`config.mk`:
```
export PLATFORM = sky130hd
export DESIGN_NAME = key_event_classifier
export DESIGN_NICKNAME = d
export VERILOG_FILES = /design/src/rtl/key_evt_pkg.sv /design/src/rtl/key_evt_timer.sv /design/src/rtl/key_event_classifier.sv
export SDC_FILE = /design/constraint.sdc
export NUM_CORES = 1
export LEC_CHECK = 0
export CAP_MARGIN = 15
export CORE_MARGIN = 2
export CORE_UTILIZATION = 35
export DETAILED_ROUTE_END_ITERATION = 16
export PLACE_DENSITY = 0.64
export RECOVER_POWER = 100
export SYNTH_ARGS = -nofsm -noshare
export SYNTH_HDL_FRONTEND = slang
export SYNTH_HIERARCHICAL = 1
export SYNTH_SLANG_ARGS = --single-unit
```
`constraint.sdc`:
```
create_clock -name clk -period 3.51 [get_ports clk]
set_input_delay 0.702 -clock clk [delete_from_list [all_inputs] [get_ports clk]]
set_output_delay 0.702 -clock clk [all_outputs]
set_load 0.01 [all_outputs]
```
`src/rtl/key_evt_pkg.sv`:
```
// Shared types and helpers for the key event classifier: FSM state encoding and ms->clock-tick conversion.
package key_evt_pkg;

    typedef enum logic [2:0] {
        IDLE   = 3'd0,
        PRESS1 = 3'd1,
        WAIT2  = 3'd2,
        PRESS2 = 3'd3,
        LONG   = 3'd4
    } key_state_e;

    // freq_mhz clock cycles elapse per microsecond, so 1000*freq_mhz per millisecond
    function automatic int unsigned ms_to_ticks(input int unsigned ms, input int unsigned freq_mhz);
        return ms * 32'd1000 * freq_mhz;
    endfunction

endpackage

```
`src/rtl/key_evt_timer.sv`:
```
// Saturating state timer: cleared on request, counts while enabled, flags equality with a limit.
module key_evt_timer #(
    parameter int unsigned CNT_W = 26
) (
    input  logic             clk,
    input  logic             rst_n,
    input  logic             clr,
    input  logic             en,
    input  logic [CNT_W-1:0] limit,
    output logic             match_c
);

    logic [CNT_W-1:0] cnt;

    always_ff @(posedge clk or negedge rst_n) begin
        if (!rst_n) begin
            cnt <= '0;
        end else if (clr) begin
            cnt <= '0;
        end else if (en && (cnt != {CNT_W{1'b1}})) begin
            cnt <= cnt + CNT_W'(1);
        end
    end

    assign match_c = (cnt == limit);

endmodule

```
`src/rtl/key_event_classifier.sv`:
```
// Classifies debounced key gestures into single click, double click and long press events.
// Optional auto-repeat while long-held is enabled by defining KEY_REPEAT_EN.
module key_event_classifier
    import key_evt_pkg::*;
#(
    parameter int unsigned FREQ      = 50,
    parameter int unsigned LONG_MS   = 1000,
    parameter int unsigned DCLICK_MS = 300,
    parameter int unsigned REPEAT_MS = 100,
    parameter int unsigned CNT_W     = 26
) (
    input  logic       clk,
    input  logic       rst_n,
    input  logic       key_level,
    input  logic       key_press,
    input  logic       key_release,
    output logic       single_click,
    output logic       double_click,
    output logic       long_press,
    output logic       long_release,
    output logic       key_repeat,
    output logic       busy,
    output logic [7:0] click_cnt
);

    localparam int unsigned LONG_T = ms_to_ticks(LONG_MS, FREQ);
    localparam int unsigned DCLK_T = ms_to_ticks(DCLICK_MS, FREQ);
    localparam logic [CNT_W-1:0] LONG_LIM = CNT_W'(LONG_T - 1);
    localparam logic [CNT_W-1:0] DCLK_LIM = CNT_W'(DCLK_T - 1);
`ifdef KEY_REPEAT_EN
    localparam int unsigned REP_T = ms_to_ticks(REPEAT_MS, FREQ);
    localparam logic [CNT_W-1:0] REP_LIM = CNT_W'(REP_T - 1);
`else
    localparam int unsigned unused_repeat_ms = REPEAT_MS;
`endif

    key_state_e       state, state_nxt;
    logic             press_v, rel_v;
    logic             match_c, restart, timer_clr;
    logic [CNT_W-1:0] limit;
    logic             sc_nxt, dc_nxt, lp_nxt, lr_nxt, rep_nxt;

    // Gestures are tracked purely from the edge pulses; the level is not needed
    logic unused_key_level;
    assign unused_key_level = key_level;

    // Simultaneous press and release pulses are contradictory and dropped
    assign press_v = key_press & ~key_release;
    assign rel_v   = key_release & ~key_press;

    always_comb begin
        state_nxt = state;
        sc_nxt    = 1'b0;
        dc_nxt    = 1'b0;
        lp_nxt    = 1'b0;
        lr_nxt    = 1'b0;
        rep_nxt   = 1'b0;
        restart   = 1'b0;
        case (state)
            IDLE: begin
                if (press_v) state_nxt = PRESS1;
            end
            PRESS1: begin
                if (rel_v) begin
                    state_nxt = WAIT2;
                end else if (match_c) begin
                    state_nxt = LONG;
                    lp_nxt    = 1'b1;
                end
            end
            WAIT2: begin
                if (press_v) begin
                    state_nxt = PRESS2;
                end else if (match_c) begin
                    state_nxt = IDLE;
                    sc_nxt    = 1'b1;
                end
            end
            PRESS2: begin
                if (rel_v) begin
                    state_nxt = IDLE;
                    dc_nxt    = 1'b1;
                end else if (match_c) begin
                    state_nxt = LONG;
                    lp_nxt    = 1'b1;
                end
            end
            LONG: begin
                if (rel_v) begin
                    state_nxt = IDLE;
                    lr_nxt    = 1'b1;
                end
`ifdef KEY_REPEAT_EN
                else if (match_c) begin
                    rep_nxt = 1'b1;
                    restart = 1'b1;
                end
`endif
            end
            default: state_nxt = IDLE;
        endcase
    end

    // Compare value depends on which deadline the current state is waiting for
    always_comb begin
        limit = LONG_LIM;
        case (state)
            WAIT2:   limit = DCLK_LIM;
`ifdef KEY_REPEAT_EN
            LONG:    limit = REP_LIM;
`endif
            default: limit = LONG_LIM;
        endcase
    end

    assign timer_clr = (state_nxt != state) | restart;

    key_evt_timer #(
        .CNT_W (CNT_W)
    ) u_timer (
        .clk     (clk),
        .rst_n   (rst_n),
        .clr     (timer_clr),
        .en      (state != IDLE),
        .limit   (limit),
        .match_c (match_c)
    );

    always_ff @(posedge clk or negedge rst_n) begin
        if (!rst_n) begin
            state        <= IDLE;
            single_click <= 1'b0;
            double_click <= 1'b0;
            long_press   <= 1'b0;
            long_release <= 1'b0;
            key_repeat   <= 1'b0;
            busy         <= 1'b0;
            click_cnt    <= 8'd0;
        end else begin
            state        <= state_nxt;
            single_click <= sc_nxt;
            double_click <= dc_nxt;
            long_press   <= lp_nxt;
            long_release <= lr_nxt;
            key_repeat   <= rep_nxt;
            busy         <= (state_nxt != IDLE);
            if (sc_nxt || dc_nxt) click_cnt <= click_cnt + 8'd1;
        end
    end

endmodule

```
Word-level counts from Yosys, hierarchy flattened
Cells that the tools add are included.
Word-level totals
  flip-flop bits (word level): 42
  input bits: 5
  output and inout bits: 14
  word-level logic and storage cells: 47
Cells by class
  add/sub/neg operators: 2
  equal/unequal tests: 7
  mux-type cells: 19
  bitwise logic cells: 4
  reductions and logical operators: 7
Operator list (count)
  $mux W26: 3
  $add A26 B1 Y26 const B: 1
  $eq A26 B26 Y1: 1
  $ne A26 B26 Y1 const B: 1
  $mux W3: 7
  $pmux W3 S5: 1
  $add A8 B1 Y8 const B: 1
  $mux W1: 8
  $eq A3 B2 Y1 const B: 2
  $reduce_bool A3 Y1: 2
  $eq A3 B1 Y1 const B: 1
  $eq A3 B3 Y1 const B: 1
  $logic_not A3 Y1: 1
  $ne A3 B3 Y1: 1
  $and A1 B1 Y1: 2
  $not A1 Y1: 2
  $reduce_bool A2 Y1: 1
  $reduce_or A2 Y1: 1
  $logic_and A1 B1 Y1: 1
  $logic_or A1 B1 Y1: 1

Logic depth before layout (Yosys ltp)
Gate-level depths: netlist of run 1.
  depth after elaboration: 8
  depth in mapped cells: 14
  gate-level depth less buffers: 12

Cells and area by module
The synthesis of run 1 kept the hierarchy.
By module, submodules not included
  key_evt_timer: times used 1, cells an instance 181, area each 1689.1 um^2, seq. area each 650.6 um^2
  key_event_classifier: times used 1, cells an instance 78, area each 784.5 um^2, seq. area each 400.4 um^2

Worst setup path before layout of run 1
OpenSTA, ideal clock, no wires.
  path type: reg-to-reg
  start: register state[2]
  end: register u_timer.cnt[0]
  data arrival time: 2695 ps
  required time: 3378 ps
  slack: 683 ps
  stages on the path, launching flop included: 14
  buffers on the path: 3
  period minus slack after synthesis: 2827 ps
  path through: dfrtp_1 -> nor2_1 -> nand2_1 -> inv_1 -> xor2_1 -> nor4_1 -> nand3_1 -> nor4_1 -> clkbuf_1 -> o22ai_1 -> o311ai_0 -> clkbuf_1 -> clkbuf_1 -> nor2_1
On the way
  word-level cells in the longest chain between the ends: 8
  elaborated cells on any way between the ends: 20
  classes of those cells: eq/ne: 6; mux: 10; reduce/logical: 4
RTL lines
  start: declaration: line key_event_classifier.sv:37  | key_state_e state, state_nxt;
  start signal: assignment: line key_event_classifier.sv:140  | state <= state_nxt;
  $eq A3 B2 Y1 *: line key_event_classifier.sv:107  | case (state)
  $mux W26 *: line key_event_classifier.sv:107
  net limit[12]: line key_event_classifier.sv:40  | logic [CNT_W-1:0] limit;
  $eq A26 B26 Y1 *: line key_evt_timer.sv:25  | assign match_c = (cnt == limit);
  net match_c: line key_event_classifier.sv:39  | logic match_c, restart, timer_clr;
  $mux W3, on equally long branches: line key_event_classifier.sv:66, key_event_classifier.sv:83, key_event_classifier.sv:74
  $mux W3, on equally long branches: line key_event_classifier.sv:80, key_event_classifier.sv:64, key_event_classifier.sv:72
  $pmux W3 S5 *: line key_event_classifier.sv:59  | case (state)
  $ne A3 B3 Y1 *: line key_event_classifier.sv:116  | assign timer_clr = (state_nxt != state) | restart;
  net timer_clr: line key_event_classifier.sv:39
  $mux W26 / $reduce_bool A2 Y1 (equally long branches)
  end signal: assignment: line key_evt_timer.sv:21  | cnt <= cnt + CNT_W'(1);
  end: declaration: line key_evt_timer.sv:13  | logic [CNT_W-1:0] cnt;
The timed path passes the listed nets; every way through them passes the cells marked *.
A chain may end at the register's enable or synchronous reset.

Final worst setup path of run 1
  start: register state[0]
  end: register click_cnt[1]
On the way
  word-level cells in the longest chain between the ends: 7
  elaborated cells on any way between the ends: 9
  classes of those cells: eq/ne: 3; mux: 5; reduce/logical: 1
RTL lines
  $eq A3 B2 Y1: line key_event_classifier.sv:107
  $mux W26: line key_event_classifier.sv:107
  net limit[12]: line key_event_classifier.sv:40
  $eq A26 B26 Y1: line key_evt_timer.sv:25
  net match_c: line key_event_classifier.sv:39
  $mux W1: line key_event_classifier.sv:74  | end else if (match_c) begin
  $mux W1: line key_event_classifier.sv:72  | if (press_v) begin
  $mux W1: line key_event_classifier.sv:59
  $logic_or A1 B1 Y1: line key_event_classifier.sv:147  | if (sc_nxt || dc_nxt) click_cnt <= click_cnt + 8'd1;
  end signal: assignment: line key_event_classifier.sv:147
  end: declaration: line key_event_classifier.sv:23  | output logic [7:0] click_cnt
The timed path passes the listed nets, and every way through them passes these cells.

==> results.toml, run 1 <==
[pwr]
vdd.ir_drop.worst_mv = 0.225
power_density_nw_per_um2 = 421
cellLeakagePower_nw = 1.30

[placement]
gp_congestion = 0.813
io_buffers = 16
hpwl_um = 3520
dp_slack_ns = 0.421

[worst_setup_path]
ff2ff_path_depth = 11
crit_chain = "nor2_1 -> nand2_1 -> buf_4 -> xor2_1 -> nor4_1 -> nand3_1 -> nor4_1 -> buf_4 -> nand3b_1 -> o32ai_4 -> mux2_1"
critPathMaxFanout = 13
endpoint_kind = "flip-flop"
cp_data_arrival_time_ns = 3.27
critPathLaunch = "state[0]"
r2r_start = "state[0]"
path_class = "flip-flop to flip-flop"
crit_cells = 11
cp_top_family = "simple AND/OR/NAND/NOR gates"
cp-start-kind = "flip-flop"
cp.required_ns = 3.69
slowest_stage = "dfrtp_1"
worstPathBufferInverterCount = 2
critPathMaxStageDelay_ns = 0.51

[global_route]
grt_use_total_pct = 14.4
grt_pass1_vias = 1867
use_met2_pct = 23.3
overflow = 0
use_met3_pct = 3.86
grt_max_degree = 43
gr-max-usage-layer = "met2"
antenna_found_initial = 0
grt_pass1_wl_um = 8780
met1_usage_pct = 19.3

[logic_synthesis]
synth_warnings = 6
syn_avg_cell_area_um2 = 9.55
synth-edff-count = 0
yosys_most_used_dff = "dfrtp_1"
async_flop_share_pct = 100
ys_seq_elements = 42
synth_cell_type_count = 43
postSynthCellCount = 259
ys_seq_area_share_pct = 42.5
synth_area_um2 = 2470

[final_layout]
layout_common_cells = "42 x dfrtp_1, 30 x xor2_1, 28 x nor2_1"
fillers = 683
multi_input_comb_area_um2 = 1420
area_growth_pct = 16.6
nets = 298
seqCellArea_um2 = 1050
final_layout_size_suffix_gt1_share_pct = 7.19
layout_commonest_cell = "dfrtp_1"
antennaDiodeCount = 0

[clock_network]
cts_tree = "yes"
holdBufCountCts = 0
cts-root-buf = "clkbuf_8"
cts.repair.resized = 0
cts.sinks = 42
clkTransAtPathRegs_ns = 0.08
post_cts_buffers = 0
cts_buffer_depth = 2
cts_buffers = 5
cts_htree_levels = 2
clkLatencyLatePin_ns = 0.29

[timing]
relSlewSlack_pct = -48.5
holdWs_ns = 0.478
fmax_ghz = 0.323
period_minus_slack_ns = 3.09
hold_viol = 0
rsz0062_at_grt = "false"
setup_viol = 0
worstMarginPinSlew_ns = 2.23
tns_ns = 0
slew_violations = 43
final.period_utilization_pct = 88.1
skew_ns = 0.00801
setup_ws_ns = 0.418

[floorplan]
start_util_pct = 36.2
die_x_um = 88.1
std_cell_rows = 30
core_um2 = 6830
die_area_um2 = 7760
io_pins = 19
die_h_um = 88.1

[detailed_routing]
num_vias = 1946
drt_iter0_drc = 172
routedWlPerCell_um = 12.9
drt-total-wl_um = 4990
drc = 0
drt-vias-per-instance = 5.02
drt_pass1_iterations = 4
ant_nets = 0

[min_path]
whs_path_depth = 1
hold_class = "flip-flop to flip-flop"
hp-start = "click_cnt[7]"

[run_status]
status = "complete, but fails checks"
violations = "capacitance limit, slew limit"

[job]
maxCapViolations = 1
## area by class of cell
class	instances	area share [%]
clock inverters	2	0.434
inverters	5	0.650
clock buffers	6	2.86
repair buffers	20	6.37
flip-flops and latches	42	36.4
well taps	96	4.16
multi-input cells	217	49.1
## synthesized netlist by cell type (all sizes together) (7+ instances only)
| library cell | instances | area share [%] |
|---|---|---|
| a21oi | 12 | 2.4 |
| xor2 | 30 | 11 |
| nand2 | 11 | 1.7 |
| and3 | 11 | 2.8 |
| dfrtp | 42 | 42 |
| clkbuf | 7 | 1.1 |
| o21ai | 9 | 2.0 |
| xnor2 | 19 | 6.7 |
| nor2 | 28 | 4.2 |
| nand4 | 14 | 4.0 |
| nor3 | 7 | 1.6 |
| o211ai | 7 | 2.1 |
| nand3 | 9 | 1.8 |
| nor4 | 7 | 1.8 |
## power breakdown
| part | internal [mW] | switching, mW | total [mW] | leakage (nW) |
|---|---|---|---|---|
| Combinational | 0.138 | 0.166 | 0.304 | 0.679 |
| Clock | 0.158 | 0.166 | 0.324 | 0.0472 |
| Sequential | 0.528 | 0.0580 | 0.586 | 0.572 |
| Total | 0.825 | 0.389 | 1.21 | 1.30 |
## sequential cells by signal, indices dropped and copies added, names as in the netlist
| signal | cells |
|---|---|
| click_cnt | 8 |
| u_timer/cnt | 26 |
| long_press | 1 |
| state | 3 |
| double_click | 1 |
| long_release | 1 |
| single_click | 1 |
| busy | 1 |
## metrics by stage
step	power, mW	std cells	area [um2]	utilization [%]
floorplan	0.801	275	2530	-
global placement	0.905	380	2790	40.9
detailed placement	0.911	380	2790	40.9
CTS	1.24	388	2890	42.3
global route	1.30	388	2890	42.2
finish	1.21	388	2890	42.2
## final timing paths
check / endpoint / slack [ns]
min: click_cnt[7] / 0.48
max: click_cnt[1] / 0.42
min in group asynchronous: click_cnt[6] / 1.06
max reg2reg: click_cnt[1] / 0.42
min reg2reg: click_cnt[7] / 0.48
max in group asynchronous: u_timer/cnt[25] / 1.17
## kinds of logic (layout without fill, tap and decap cells)
kind of cell / count (synthesis) / in the layout / share of synthesized area [%]
DFF: 42 / 42 / 42.5
buffers and inverters: 16 / 33 / 2.98
muxes: 4 / 4 / 1.72
and+or+nand+nor: 106 / 106 / 23.7
adders and majority gates: 2 / 2 / 1.01
other: 2 / 18 / 0.304
AOI/OAI and AO/OA: 38 / 38 / 10.4
xor gates and xnor gates: 49 / 49 / 17.3
## per-layer routing
metal | wire, um | part of all wire [%]
met1 | 2410 | 48
met5 | 0 | 0
met2 | 2360 | 47
met4 | 34 | 0.68
met3 | 187 | 3.7
## worst reg2reg max path, stage by stage (launching register included)
cell      delay, ns
dfrtp_1        0.51
nor2_1         0.18
nand2_1        0.09
buf_4          0.18
xor2_1         0.14
nor4_1         0.27
nand3_1        0.10
nor4_1         0.41
buf_4          0.23
nand3b_1       0.12
o32ai_4        0.38
mux2_1         0.36
Power figures use the tool's default switching activity.
==> inputs of run 2 (changes only) <==
--- a/config.mk
+++ b/config.mk
@@ -8,8 +8,8 @@
 export CAP_MARGIN = 15
 export CORE_MARGIN = 2
 export CORE_UTILIZATION = 35
+export CTS_BUF_LIST = sky130_fd_sc_hd__clkbuf_4 sky130_fd_sc_hd__clkbuf_8
 export DETAILED_ROUTE_END_ITERATION = 16
-export PLACE_DENSITY = 0.64
 export RECOVER_POWER = 100
 export SYNTH_ARGS = -nofsm -noshare
 export SYNTH_HDL_FRONTEND = slang
==> run 2 against run 1 <==
  * The run still ends with capacitance limit, slew limit left
  * Routed wire length grew 3.2%
  * Sequential share of layout area fell by 0.73 points
  * Register-to-register slack better by 0.096 ns
==> results.toml, run 2 (synthesized netlist as in run 1, its figures left out) <==
[placement]
io_buffers = 16
gp_congestion = 0.802
hpwl_um = 3640
dp.cells = 382

[timing]
final.period_utilization_pct = 85.4
hold_viol = 0
relSlewSlack_pct = -53.5
slew_violations = 43
tns_ns = 0
rsz0062_at_grt = "false"
worstMarginPinSlew_ns = 2.30
fmax_ghz = 0.334
period_minus_slack_ns = 3.00
setup_viol = 0
skew_ns = 0.00555

[final_layout]
largest_register_ffs = 26
nets = 300
area_growth_pct = 19.0
antennaDiodeCount = 0
final_layout_size_suffix_gt1_share_pct = 7.48
layout_commonest_cell = "dfrtp_1"
largestRegisters = "u_timer/cnt x26, click_cnt x8, state x3"
layout_common_cells = "42 x dfrtp_1, 30 x xor2_1, 28 x nor2_1"
largest-register = "u_timer/cnt"
instances_no_fill = 390

[min_path]
hold_class = "flip-flop to flip-flop"
whs_path_depth = 1
min_to = "click_cnt[7]"
hp-start = "click_cnt[7]"

[worst_setup_path]
critPathMaxFanout = 8
path_class = "flip-flop to flip-flop"
cp-start-kind = "flip-flop"
ff2ff_path_depth = 11
worstReg2RegEnd = "click_cnt[1]"
cp.required_ns = 3.69
reg2reg_slack_ns = 0.51
r2r_start = "state[2]"
cp_data_arrival_time_ns = 3.18
endpoint_kind = "flip-flop"

[clock_network]
cts.repair.resized = 0
cts_buffer_depth = 2
cts_tree = "yes"
cts_htree_levels = 2
clkTransAtPathRegs_ns = 0.08
cts-root-buf = "clkbuf_8"
clkLatencyLatePin_ns = 0.29
cts_buffers = 5
post_cts_buffers = 0
cts.sinks = 42
holdBufCountCts = 0

[floorplan]
core_um2 = 6830
io_pins = 19
die_x_um = 88.1
std_cell_rows = 30
die_area_um2 = 7760
die_h_um = 88.1
start_util_pct = 36.2

[global_route]
grt_max_degree = 43
grt_pass1_vias = 1953
antenna_found_initial = 0
grt_pass1_wl_um = 8960
overflow = 0
grt_use_total_pct = 14.7

[run_status]
violations = "capacitance limit, slew limit"
status = "complete, but fails checks"

[detailed_routing]
routedWlPerCell_um = 13.2
drt_iter0_drc = 76
ant_nets = 0
drt-vias-per-instance = 4.97
drt_pass1_iterations = 6
drt-total-wl_um = 5150
drc = 0
num_vias = 1937

[job]
maxCapViolations = 1

[pwr]
power_density_nw_per_um2 = 465
vdd.ir_drop.worst_mv = 0.322
cellLeakagePower_nw = 1.33
==> run 2: stage by stage <==
step / area [um2] / hold slack [ns] / util [%] / worst slack, ns / total power, mW
after CTS: 2950 / 0.486 / 43.2 / 0.523 / 1.39
after floorplan: 2530 / 0.406 / - / 0.683 / 0.801
after global placement: 2810 / 0.463 / 41.1 / 0.596 / 0.915
final: 2940 / 0.472 / 43.1 / 0.514 / 1.37
after detailed placement: 2810 / 0.474 / 41.1 / 0.553 / 0.920
after global routing: 2940 / 0.515 / 43.1 / 0.178 / 1.45
==> run 2: worst max-delay path: stages (launching register included) <==
cell and delay [ns]:
dfrtp_1 0.39, nor2_1 0.15, nand2_1 0.08, buf_4 0.19, xor2_1 0.14, nor4_1 0.29, nand3_1 0.10, nor4_1 0.49
clkbuf_1 0.27, mux2i_1 0.15, o32ai_4 0.26, mux2_1 0.36
==> run 2: worst max-delay path by stage <==
| stage | startpoint | to | cells past startpoint |
|---|---|---|---|
| CTS | state[2] | click_cnt[1] | 10 |
| floorplan | state[2] | u_timer/cnt[0] | 13 |
| global placement | state[2] | click_cnt[1] | 11 |
| finish | state[2] | click_cnt[1] | 11 |
| global route | state[1] | click_cnt[1] | 10 |
| detailed placement | state[2] | click_cnt[1] | 11 |
==> run 2: layer usage <==
layer | part of all wire (%) | routed length (um) | track usage [%]
met5 | 0 | 0 | 0
met3 | 3.1 | 162 | 3.02
met2 | 45 | 2320 | 23.4
met4 | 0.91 | 47 | 4.13
met1 | 51 | 2620 | 20.3
==> run 2: layout make-up <==
type / count / area [um2]
fillers: 694 / 3890
multi-input cells: 217 / 1420
flip-flops and latches: 42 / 1050
repair buffers: 22 / 195
well taps: 96 / 120
clock buffers: 6 / 82.6
clock inverters: 2 / 60.1
inverters: 5 / 18.8
==> run 2: power by group <==
part / switching [mW] / internal [mW] / total, mW
Sequential: 0.0523 / 0.528 / 0.581
Combinational: 0.176 / 0.143 / 0.319
Clock: 0.167 / 0.303 / 0.470
==> inputs of run 3 (changes only) <==
--- a/config.mk
+++ b/config.mk
@@ -11,6 +11,7 @@
 export CTS_BUF_LIST = sky130_fd_sc_hd__clkbuf_4 sky130_fd_sc_hd__clkbuf_8
 export DETAILED_ROUTE_END_ITERATION = 16
 export RECOVER_POWER = 100
+export REMOVE_ABC_BUFFERS = 1
 export SYNTH_ARGS = -nofsm -noshare
 export SYNTH_HDL_FRONTEND = slang
 export SYNTH_HIERARCHICAL = 1
==> constraint.sdc (replaced) <==
create_clock -name clk -period 3.51 [get_ports clk]
set_input_delay 0.5265 -clock clk [delete_from_list [all_inputs] [get_ports clk]]
set_output_delay 0.5265 -clock clk [all_outputs]
set_load 0.05 [all_outputs]
==> run 3 against run 2 <==
  * The run still ends with capacitance limit, slew limit left
  * Combinational power up 17%
  * Count of clock-buffer cells in the layout did not move
  * Sequential power grew 1%
  * Core utilization is 0.66 points lower
  * Register-to-register slack worse by 0.12 ns
  * Sequential share of layout area increased by 0.55 points
==> results.toml, run 3 (synthesized netlist as in run 1, its figures left out) <==
[run_status]
status = "complete, but fails checks"
violations = "capacitance limit, slew limit"

[placement]
placed_cell_area_um2 = 2790
hpwl_um = 3630
io_buffers = 16
gp_congestion = 0.860

[final_layout]
antennaDiodeCount = 0
seqCellArea_um2 = 1050
largest_register_ffs = 26
layout_common_cells = "42 x dfrtp_1, 30 x xor2_1, 28 x nor2_1"
nets = 298
largest-register = "u_timer/cnt"
multi_input_comb_area_um2 = 1420
area_growth_pct = 17.2
layout_commonest_cell = "dfrtp_1"
final_area_um2 = 2900
largestRegisters = "u_timer/cnt x26, click_cnt x8, state x3"
final_layout_size_suffix_gt1_share_pct = 7.19
fillers = 711

[timing]
slew_violations = 43
worstMarginPinSlew_ns = 2.23
final.period_utilization_pct = 88.9
hold_viol = 0
skew_ns = 0.00777
rsz0062_at_grt = "false"
setup_viol = 0
fmax_ghz = 0.320
period_minus_slack_ns = 3.12
relSlewSlack_pct = -48.4
holdWs_ns = 0.475

[detailed_routing]
drc = 0
ant_nets = 0
drt-vias-per-instance = 5.01
drt_iter0_drc = 95
num_vias = 1944
drt-total-wl_um = 5210
routedWlPerCell_um = 13.4
drt_pass1_iterations = 4

[global_route]
use_met2_pct = 23.7
gr-max-usage-layer = "met2"
antenna_found_initial = 0
grt_pass1_vias = 1917
grt_use_total_pct = 15.1
grt_pass1_wl_um = 9170
met1_usage_pct = 21.1
grt_max_degree = 43
overflow = 0
use_met3_pct = 2.26

[floorplan]
std_cell_rows = 30
start_util_pct = 36.2
io_pins = 19
die_h_um = 88.1
die_x_um = 88.1
core_um2 = 6830
die_area_um2 = 7760

[clock_network]
cts_buffer_depth = 2
cts_tree = "yes"
cts_htree_levels = 2
post_cts_buffers = 0
holdBufCountCts = 0
clkLatencyLatePin_ns = 0.30
cts_buffers = 5
cts.repair.resized = 0
cts-root-buf = "clkbuf_8"
cts.sinks = 42
clkTransAtPathRegs_ns = 0.09

[pwr]
cellLeakagePower_nw = 1.30
vdd.ir_drop.worst_mv = 0.310
power_density_nw_per_um2 = 469

[worst_setup_path]
critPathMaxFanout = 13
endpoint_kind = "flip-flop"
cp-start-kind = "flip-flop"
cp_data_arrival_time_ns = 3.31
path_class = "flip-flop to flip-flop"
cp.required_ns = 3.70

[job]
maxCapViolations = 1

[min_path]
hold_class = "flip-flop to flip-flop"
## run 3: changes by cell type in the layout (fill, tap and decap cells not counted), sizes merged
| cell | delta |
|---|---|
| clkbuf | +1 |
| buf | -3 |
| clkinvlp | +1 |
| bufinv | -1 |
## run 3: final cells by class
cell class	count	share of cell area (%)
Clock buffer	6	2.63
Clock inverter	2	1.29
Inverter	5	0.647
Multi-Input combinational cell	217	48.9
Sequential cell	42	36.3
Tap cell	96	4.14
Timing Repair Buffer	20	6.17
## run 3: final timing paths
check                        startpoint  slack, ns               to  depth (start not counted)
hold / removal             click_cnt[7]       0.47     click_cnt[7]                          1
setup / recovery               state[2]       0.39   u_timer/cnt[3]                         14
setup reg to reg               state[2]       0.39   u_timer/cnt[3]                         14
hold reg to reg            click_cnt[7]       0.47     click_cnt[7]                          1
max in group asynchronous         rst_n       1.36  u_timer/cnt[16]                          1
min in group asynchronous         rst_n       0.87     click_cnt[3]                          1
## run 3: stage by stage
step	std cells	setup slack (ns)	TNS, ns	util [%]	power, mW
after floorplan	264	-0.240	-1.41	-	0.857
after global placement	380	0.444	0	40.9	0.971
after detailed placement	380	0.429	0	40.9	0.981
after CTS	388	0.413	0	42.5	1.38
after global routing	388	0.0644	0	42.4	1.44
final	388	0.390	0	42.4	1.36
## run 3: per-layer routing
layer | vias to the layer above | share of wire (%)
li1 | 967 | -
met5 | - | 0
met1 | 949 | 49
met3 | 6 | 3.1
met2 | 22 | 46
met4 | 0 | 1.4
## run 3: critical path: stages, from the launching register on
cell and delay [ns]:
dfrtp_1 0.55, nor2_1 0.20, nand2_1 0.09, buf_4 0.19, xor2_1 0.15, nor4_1 0.28, nand3_1 0.10, nor4_1 0.34
buf_4 0.22, o22ai_1 0.10, o311ai_2 0.21, clkbuf_2 0.35, nor2b_1 0.07, o21ai_0 0.08, nand2_1 0.07
## run 3: power by group
group | leakage, nW | total (mW) | switching [mW] | internal (mW)
Combinational | 0.677 | 0.372 | 0.233 | 0.139
Clock | 0.0548 | 0.399 | 0.179 | 0.220
Sequential | 0.572 | 0.588 | 0.0600 | 0.528
Total | 1.30 | 1.36 | 0.472 | 0.887
